<file path="src/rtl/sam_mouse.sv">
// -----------------------------------------------------------------------------
// sam_mouse
//
// SAM Coupe mouse interface. Receives the PS/2 mouse byte stream from the MiST
// I/O block, assembles 3-byte movement packets into saturating 12-bit X/Y
// accumulators plus a live button register, and serves the SAM mouse
// nibble-sequence protocol to the ASIC port-254 read mux.
//
// Ports:
//   clk_sys         in   system clock
//   rst_n           in   asynchronous active-low reset
//   ps2_mouse_clk   in   PS/2 clock (asynchronous, synchronised here)
//   ps2_mouse_data  in   PS/2 data  (asynchronous, synchronised here)
//   rd              in   one-cycle pulse at the end of each mouse-port read
//   dout[3:0]       out  current protocol nibble (combinational from index)
//   active          out  high while the sequence index is nonzero
//   pkt_stb         out  one-cycle pulse after a complete packet is accumulated
//
// Build option:
//   PS2_FILTER_EN   when defined, the synchronised PS/2 clock passes through an
//                   8-sample stability filter before edge detection.
// -----------------------------------------------------------------------------
module sam_mouse #(
  parameter int TIMEOUT_CYCLES  = 4800,
  parameter int FRAME_TO_CYCLES = 19200
) (
  input  logic       clk_sys,
  input  logic       rst_n,
  input  logic       ps2_mouse_clk,
  input  logic       ps2_mouse_data,
  input  logic       rd,
  output logic [3:0] dout,
  output logic       active,
  output logic       pkt_stb
);

  localparam int TO_W = $clog2(TIMEOUT_CYCLES + 1);
  localparam int FT_W = $clog2(FRAME_TO_CYCLES + 1);

  // Overflowed deltas are replaced by the extreme value of their sign.
  function automatic logic signed [8:0] ps2_delta(input logic sgn,
                                                  input logic ovf,
                                                  input logic [7:0] mag);
    if (ovf) return sgn ? 9'sh100 : 9'sh0FF;
    return {sgn, mag};
  endfunction

  // 12-bit + 9-bit signed add, clamped to +2047 / -2048. The 13-bit sum
  // cannot overflow itself, so the top two bits disagreeing flags saturation.
  function automatic logic signed [11:0] sat_add(input logic signed [11:0] acc,
                                                 input logic signed [8:0]  d);
    logic [12:0] s;
    s = {acc[11], acc} + {{4{d[8]}}, d};
    if (s[12] != s[11]) return s[12] ? 12'sh800 : 12'sh7FF;
    return s[11:0];
  endfunction

  // ---------------------------------------------------------------------------
  // Input synchronisers
  // ---------------------------------------------------------------------------
  logic clk_s1_q, clk_s1_d, clk_s2_q, clk_s2_d;
  logic dat_s1_q, dat_s1_d, dat_s2_q, dat_s2_d;
  logic ps2_clk_lvl;

  always_comb begin
    clk_s1_d = ps2_mouse_clk;
    clk_s2_d = clk_s1_q;
    dat_s1_d = ps2_mouse_data;
    dat_s2_d = dat_s1_q;
  end

  always_ff @(posedge clk_sys or negedge rst_n) begin
    if (!rst_n) begin
      clk_s1_q <= 1'b1;
      clk_s2_q <= 1'b1;
      dat_s1_q <= 1'b1;
      dat_s2_q <= 1'b1;
    end else begin
      clk_s1_q <= clk_s1_d;
      clk_s2_q <= clk_s2_d;
      dat_s1_q <= dat_s1_d;
      dat_s2_q <= dat_s2_d;
    end
  end

`ifdef PS2_FILTER_EN
  // Filtered level only moves after 8 consecutive equal samples.
  logic [7:0] filt_sh_q, filt_sh_d;
  logic       clk_filt_q, clk_filt_d;

  always_comb begin
    filt_sh_d  = {filt_sh_q[6:0], clk_s2_q};
    clk_filt_d = clk_filt_q;
    if (filt_sh_d == 8'hFF)      clk_filt_d = 1'b1;
    else if (filt_sh_d == 8'h00) clk_filt_d = 1'b0;
  end

  always_ff @(posedge clk_sys or negedge rst_n) begin
    if (!rst_n) begin
      filt_sh_q  <= 8'hFF;
      clk_filt_q <= 1'b1;
    end else begin
      filt_sh_q  <= filt_sh_d;
      clk_filt_q <= clk_filt_d;
    end
  end

  assign ps2_clk_lvl = clk_filt_q;
`else
  assign ps2_clk_lvl = clk_s2_q;
`endif

  // ---------------------------------------------------------------------------
  // PS/2 frame receiver
  // ---------------------------------------------------------------------------
  logic            clk_prev_q, clk_prev_d;
  logic            clk_fall, clk_edge;
  logic [3:0]      bit_cnt_q, bit_cnt_d;
  logic [FT_W-1:0] ft_cnt_q, ft_cnt_d;
  logic [7:0]      shift_q, shift_d;
  logic            par_q, par_d;
  logic            byte_vld, byte_err;

  assign clk_fall = clk_prev_q & ~ps2_clk_lvl;
  assign clk_edge = clk_prev_q ^ ps2_clk_lvl;

  always_comb begin
    clk_prev_d = ps2_clk_lvl;
    bit_cnt_d  = bit_cnt_q;
    ft_cnt_d   = ft_cnt_q;
    shift_d    = shift_q;
    par_d      = par_q;
    byte_vld   = 1'b0;
    byte_err   = 1'b0;

    if (clk_fall) begin
      if (bit_cnt_q == 4'd0) begin
        // A high start bit is line noise; stay idle.
        if (!dat_s2_q) bit_cnt_d = 4'd1;
      end else if (bit_cnt_q <= 4'd8) begin
        shift_d   = {dat_s2_q, shift_q[7:1]};
        bit_cnt_d = bit_cnt_q + 4'd1;
      end else if (bit_cnt_q == 4'd9) begin
        par_d     = dat_s2_q;
        bit_cnt_d = 4'd10;
      end else begin
        bit_cnt_d = 4'd0;
        if (dat_s2_q && (^{shift_q, par_q})) byte_vld = 1'b1;
        else                                 byte_err = 1'b1;
      end
    end

    // Abandon a partial frame if the clock stalls mid-frame.
    if (bit_cnt_q == 4'd0 || clk_edge) begin
      ft_cnt_d = '0;
    end else if (ft_cnt_q == FT_W'(FRAME_TO_CYCLES - 1)) begin
      ft_cnt_d  = '0;
      bit_cnt_d = 4'd0;
    end else begin
      ft_cnt_d = ft_cnt_q + 1'b1;
    end
  end

  // ---------------------------------------------------------------------------
  // Packet assembly, accumulators and read sequence
  // ---------------------------------------------------------------------------
  logic [1:0]        byte_idx_q, byte_idx_d;
  logic [6:0]        hdr_q, hdr_d;      // {yovf, xovf, ysgn, xsgn, mid, right, left}
  logic [7:0]        b1_q, b1_d;
  logic              pkt_done;
  logic signed [8:0] dx, dy;
  logic [2:0]        btn_q, btn_d;
  logic signed [11:0] acc_x_q, acc_x_d, acc_y_q, acc_y_d;
  logic signed [11:0] acc_x_base, acc_y_base;
  logic [2:0]        snap_btn_q, snap_btn_d;
  logic signed [11:0] snap_x_q, snap_x_d, snap_y_q, snap_y_d;
  logic [3:0]        idx_q, idx_d;
  logic [TO_W-1:0]   to_cnt_q, to_cnt_d, to_cnt_inc;
  logic              active_q, active_d;
  logic              pkt_stb_q, pkt_stb_d;
  logic              rd_snap;

  assign dx = ps2_delta(hdr_q[3], hdr_q[5], b1_q);
  assign dy = ps2_delta(hdr_q[4], hdr_q[6], shift_q);

  always_comb begin
    byte_idx_d = byte_idx_q;
    hdr_d      = hdr_q;
    b1_d       = b1_q;
    pkt_done   = 1'b0;

    if (byte_err) begin
      byte_idx_d = 2'd0;
    end else if (byte_vld) begin
      case (byte_idx_q)
        2'd0: begin
          // Bit 3 is always set in a header byte; use it to resync.
          if (shift_q[3]) begin
            hdr_d      = {shift_q[7:4], shift_q[2:0]};
            byte_idx_d = 2'd1;
          end
        end
        2'd1: begin
          b1_d       = shift_q;
          byte_idx_d = 2'd2;
        end
        default: begin
          byte_idx_d = 2'd0;
          pkt_done   = 1'b1;
        end
      endcase
    end
  end

  always_comb begin
    rd_snap    = rd && (idx_q == 4'd0);
    btn_d      = btn_q;
    snap_btn_d = snap_btn_q;
    snap_x_d   = snap_x_q;
    snap_y_d   = snap_y_q;
    idx_d      = idx_q;
    to_cnt_inc = (to_cnt_q == TO_W'(TIMEOUT_CYCLES)) ? to_cnt_q : to_cnt_q + 1'b1;
    to_cnt_d   = to_cnt_inc;
    pkt_stb_d  = pkt_done;

    // A snapshot read clears the accumulators before a same-cycle packet adds.
    acc_x_base = rd_snap ? 12'sd0 : acc_x_q;
    acc_y_base = rd_snap ? 12'sd0 : acc_y_q;
    acc_x_d    = acc_x_base;
    acc_y_d    = acc_y_base;

    if (pkt_done) begin
      acc_x_d = sat_add(acc_x_base, dx);
      acc_y_d = sat_add(acc_y_base, dy);
      btn_d   = hdr_q[2:0];
    end

    if (rd_snap) begin
      snap_btn_d = btn_q;
      snap_x_d   = acc_x_q;
      snap_y_d   = acc_y_q;
    end

    if (rd) begin
      to_cnt_d = '0;
      if (idx_q != 4'd8) idx_d = idx_q + 4'd1;
    end else if (to_cnt_inc == TO_W'(TIMEOUT_CYCLES) && idx_q != 4'd0) begin
      idx_d = 4'd0;
    end

    active_d = (idx_d != 4'd0);
  end

  always_comb begin
    case (idx_q)
      4'd1:    dout = {1'b1, ~snap_btn_q[2], ~snap_btn_q[1], ~snap_btn_q[0]};
      4'd2:    dout = snap_y_q[11:8];
      4'd3:    dout = snap_y_q[7:4];
      4'd4:    dout = snap_y_q[3:0];
      4'd5:    dout = snap_x_q[11:8];
      4'd6:    dout = snap_x_q[7:4];
      4'd7:    dout = snap_x_q[3:0];
      default: dout = 4'hF;
    endcase
  end

  assign active  = active_q;
  assign pkt_stb = pkt_stb_q;

  // Control and architectural state
  always_ff @(posedge clk_sys or negedge rst_n) begin
    if (!rst_n) begin
      clk_prev_q <= 1'b1;
      bit_cnt_q  <= '0;
      ft_cnt_q   <= '0;
      byte_idx_q <= '0;
      btn_q      <= '0;
      acc_x_q    <= '0;
      acc_y_q    <= '0;
      snap_btn_q <= '0;
      snap_x_q   <= '0;
      snap_y_q   <= '0;
      idx_q      <= '0;
      to_cnt_q   <= '0;
      active_q   <= 1'b0;
      pkt_stb_q  <= 1'b0;
    end else begin
      clk_prev_q <= clk_prev_d;
      bit_cnt_q  <= bit_cnt_d;
      ft_cnt_q   <= ft_cnt_d;
      byte_idx_q <= byte_idx_d;
      btn_q      <= btn_d;
      acc_x_q    <= acc_x_d;
      acc_y_q    <= acc_y_d;
      snap_btn_q <= snap_btn_d;
      snap_x_q   <= snap_x_d;
      snap_y_q   <= snap_y_d;
      idx_q      <= idx_d;
      to_cnt_q   <= to_cnt_d;
      active_q   <= active_d;
      pkt_stb_q  <= pkt_stb_d;
    end
  end

  // Byte data holding registers; qualified by the counters above.
  always_ff @(posedge clk_sys) begin
    shift_q <= shift_d;
    par_q   <= par_d;
    hdr_q   <= hdr_d;
    b1_q    <= b1_d;
  end

endmodule

</file>
<file path="config.mk">
export PLATFORM = sky130hd
export DESIGN_NAME = sam_mouse
export DESIGN_NICKNAME = d
export VERILOG_FILES = /design/src/rtl/sam_mouse.sv
export SDC_FILE = /design/constraint.sdc
export NUM_CORES = 1
export LEC_CHECK = 0
export ABC_AREA = 1
export ABC_CLOCK_PERIOD_IN_PS = 8320
export BUFFER_PORTS_ARGS = -buffer_cell sky130_fd_sc_hd__buf_4
export CAP_MARGIN = 20
export CELL_PAD_IN_SITES_DETAIL_PLACEMENT = 0
export CELL_PAD_IN_SITES_GLOBAL_PLACEMENT = 1
export CORE_MARGIN = 8
export CORE_UTILIZATION = 50
export CTS_CLUSTER_DIAMETER = 60
export DETAILED_ROUTE_END_ITERATION = 8
export PLACE_DENSITY_LB_ADDON = 0.1
export SETUP_SLACK_MARGIN = 0.02
export SLEW_MARGIN = 30
export SYNTH_ARGS = -nofsm -noshare
export SYNTH_HDL_FRONTEND = slang
export SYNTH_SLANG_ARGS = --single-unit
</file>
<file path="constraint.sdc">
create_clock -name clk_sys -period 8.32 [get_ports clk_sys]
set_clock_uncertainty 0.1 [all_clocks]
set_input_delay 0.416 -clock clk_sys [delete_from_list [all_inputs] [get_ports clk_sys]]
set_output_delay 0.416 -clock clk_sys [all_outputs]
set_load 0.01 [all_outputs]
</file>
==> flow_metrics.env <==
export IMPL_timing_final_crit_share=0.459
export IMPL_clk_pin_slew_ns=0.06
export IMPL_yosysWarnings=0
export IMPL_viasPerCell=5.12
export IMPL_synth_top_family_by_area="simple AND/OR/NAND/NOR gates"
export IMPL_cts_tree="built"
export IMPL_die_h_um=135
export IMPL_portBuffers=10
export IMPL_first_global_vias=5455
export IMPL_critPathArrivalTime_ns=4.07
export IMPL_final_cells=1079
export IMPL_rsz0062_at_grt="false"
export IMPL_cts_resized=0
export IMPL_synth_edff_count=24
export IMPL_wl_met1_mm=7.40
export IMPL_antenna_left=0
export IMPL_path_class="flip-flop to flip-flop"
export IMPL_synthAdderAreaFrac=0.0673
export IMPL_layout_min_cycle_time_ns=3.82
export IMPL_io_pins=11
export IMPL_fin_area_um2=7940
export IMPL_ys_ff_latch=123
export IMPL_cts_root_buffer="clkbuf_16"
export IMPL_min_path_type="primary input to flip-flop"
export IMPL_maxSlewHeadroom=0.460
export IMPL_synth_xor_area_frac=0.0444
export IMPL_status="finished, final reports clean"
export IMPL_grt_start_max_net_pins=66
export IMPL_power_total_w=0.00212
export IMPL_syn_nets=914
export IMPL_ys_types=40
export IMPL_start_kind="flip-flop"
export IMPL_cp_slowest_cell="buf_4"
export IMPL_crit_required_ns=8.57
export IMPL_cts_setup_buffers=0
export IMPL_remaining_drc_errors=0
export IMPL_first_pass_iters=5
export IMPL_cts_max_level=4
export IMPL_seq_area_frac_synth=0.451
export IMPL_final_seq_area_um2=3200
export IMPL_rows=43
export IMPL_synth_compound_area_frac=0.0892
export IMPL_synthSimpleGateAreaFrac=0.229
export IMPL_drt_total_wl_mm=14.9
export IMPL_nFillCells=1271
export IMPL_wl_met3_um=442
export IMPL_routed_top_layer="met4"
export IMPL_area_growth_pct=11.8
export IMPL_hold_violations=0
export IMPL_finalSetupTns_ns=0
export IMPL_endpoint_kind="flip-flop"
export IMPL_worstSkewPairLatency_ns=0.41
export IMPL_cts_buffers=17
export IMPL_diodes=0
export IMPL_max_freq_mhz=262
export IMPL_die_area_um2=18300
export IMPL_nets=928
export IMPL_antenna_found_initial=0
export IMPL_wl_met2_mm=6.79
export IMPL_synth_ff_type="dfrtp_1"
export IMPL_start_util=0.511
export IMPL_first_iter_violations=332
export IMPL_grt_use_total=0.174
export IMPL_dp_cells=1044
export IMPL_power_leakage_nw=4.18
export IMPL_postPlaceCellArea_um2=7310
export IMPL_syn_avg_cell_area_um2=8.14
export IMPL_crit_top_cell="inv_1"
export IMPL_multiInputGateArea_um2=3240
export IMPL_detail_route_wl_per_cell_um=13.8
export IMPL_synth_cells=872
export IMPL_drv_cap=0
export IMPL_slew_viol_final=0
export IMPL_syn_cell_area_um2=7100
export IMPL_gp_congestion=0.820
export IMPL_vias=5525
export IMPL_path_cells="inv_1 > ha_1 > nand3_2 > buf_4 > nand2_1 > inv_1 > ha_1 > inv_1 > fa_1 > o21ai_0 > nand3_1 > nand4_1 > nand4_1 > nand3_1 > nand2_1 > inv_1"
export IMPL_dp_hpwl_mm=11.0
export IMPL_clock_sinks=123
export IMPL_core_region_area_um2=13900
export IMPL_dpl_worst_slack_ns=4.56
export IMPL_power_density_nw_per_um2=266
export IMPL_fin_ws_ns=4.50
export IMPL_grt_ovfl_total=0
export IMPL_synthArstFlopShare=0.805
export IMPL_worst_path_max_fanout=62
export IMPL_cp_slowest_stage_delay_ns=0.51
export IMPL_tightest_slew_ns=0.811
export IMPL_clock_path_buffers=2
export IMPL_synthMuxAreaShare=0.0254
export IMPL_dieWidth_um=135
export IMPL_setup_viol=0
export IMPL_drive_gt1_frac=0.0857
export IMPL_grt_first_pass_wirelength_mm=25.8
export IMPL_peakVddDrop_uv=212
[final cells by class]
class,instances,area share
Multi-Input combinational cell,583,0.408
Sequential cell,123,0.404
Inverter,144,0.0681
Clock buffer,22,0.0611
Tap cell,180,0.0284
Timing Repair Buffer,17,0.0170
Clock inverter,10,0.0142
[synthesized netlist by cell type (3+ instances only)]
cell type	count	area, um2
dfrtp_1	94	2350
inv_2	4	15.0
a31oi_1	5	31.3
buf_4	5	37.5
dfstp_2	5	131
xnor2_1	17	149
buf_2	5	25.0
clkbuf_1	10	37.5
nand2_1	203	762
o21ai_1	3	15.0
a211oi_1	4	30.0
nor2_1	74	278
mux2_2	16	180
nor4_1	3	18.8
nand4_1	10	62.6
o21ai_0	45	225
a21oi_1	45	225
nor3_1	10	50.1
nand3_1	66	330
inv_1	140	526
nor3b_1	4	30.0
edfxtp_1	24	721
xor2_1	19	166
a221oi_1	3	26.3
o22ai_1	5	31.3
ha_1	35	438
[where the power goes]
part	switching [W]	leakage [nW]	internal, W
Combinational	0.000353	2.35	0.000224
Clock	0.000263	0.288	0.000473
Sequential	0.0000769	1.53	0.000725
Total	0.000693	4.18	0.00142
[cells in the final DEF, fill, tap and decap left out, types with 3 or more instances in the layout]
cell type | synthesis | layout
dlygate4sd3_1 | 0 | 3
a221oi_1 | 3 | 3
mux2_2 | 16 | 16
nor3_1 | 10 | 10
o21ai_1 | 3 | 3
a211oi_1 | 4 | 4
clkinvlp_4 | 0 | 3
dfstp_2 | 5 | 5
nor2_1 | 74 | 74
inv_2 | 4 | 4
o22ai_1 | 5 | 5
nand3_1 | 66 | 65
a31oi_1 | 5 | 5
nor4_1 | 3 | 3
nor3b_1 | 4 | 4
dfrtp_1 | 94 | 94
nand4_1 | 10 | 10
clkinv_2 | 0 | 3
buf_4 | 5 | 14
a21oi_1 | 45 | 45
inv_1 | 140 | 140
o21ai_0 | 45 | 45
nand2_1 | 203 | 203
ha_1 | 35 | 35
xnor2_1 | 17 | 17
clkbuf_16 | 0 | 18
xor2_1 | 19 | 19
edfxtp_1 | 24 | 24
[critical path, delay by kind of cell, from the launching register on]
kind	cells	cell delay, ns
AO/OA/AOI/OAI	1	0.39
flip-flops	1	0.41
buffers and inverters	5	0.83
adder cells (fa/ha/maj)	3	0.80
AND/OR/NAND/NOR	7	1.20
[flip-flops by register name (all words and copies together) (netlist names), 2 cells and up]
name / cells
snap_y_q: 12
shift_q: 8
idx_q: 4
hdr_q: 7
to_cnt_q: 13
b1_q: 8
bit_cnt_q: 4
snap_x_q: 12
ft_cnt_q: 15
snap_btn_q: 3
btn_q: 3
acc_y_q: 12
acc_x_q: 12
byte_idx_q: 2
[per-stage QoR]
stage,util,hold slack [ns]
after floorplan,-,0.0204
after global placement,0.527,0.247
after detailed placement,0.527,0.247
after CTS,0.572,0.205
after global routing,0.572,0.224
final,0.572,0.222
[worst paths after layout]
| path | startpoint | to | slack (ns) | depth (start not counted) |
|---|---|---|---|---|
| worst max-delay path | idx_q[0]$_DFF_PN0_ | acc_y_q[8]$_DFF_PN0_ | 4.50 | 16 |
| worst min-delay path | rd | to_cnt_q[8]$_DFF_PN0_ | 0.22 | 2 |
| worst max register to register | idx_q[0]$_DFF_PN0_ | acc_y_q[8]$_DFF_PN0_ | 4.50 | 16 |
| worst min register to register | clk_s1_q$_DFF_PN1_ | clk_prev_d$_DFF_PN1_ | 0.25 | 0 |
| max in group asynchronous | rst_n | btn_q[2]$_DFFE_PN0N_ | 6.52 | 3 |
| min in group asynchronous | rst_n | to_cnt_q[0]$_DFF_PN0_ | 0.41 | 2 |
[layer usage]
metal  global-route usage  vias to the layer above
met4               0.0660                        0
li1                     -                     2835
met1                0.228                     2596
met2                0.277                       77
met3               0.0378                       17
met5                    0                        -
[repair_timing]
action                                  4_1_cts  5_1_grt
hold buffers                                  3        0
hold endpoints to repair                     31        0
endpoints found under the setup margin        0        0
[cell families after synthesis]
logic type | count (synthesis)
AO/OA/AOI/OAI | 116
flip-flops | 123
XOR/XNOR | 36
buffers and inverters | 166
multiplexers | 16
adder cells (fa/ha/maj) | 37
AND/OR/NAND/NOR | 378
(Power assumes the default switching activity.)
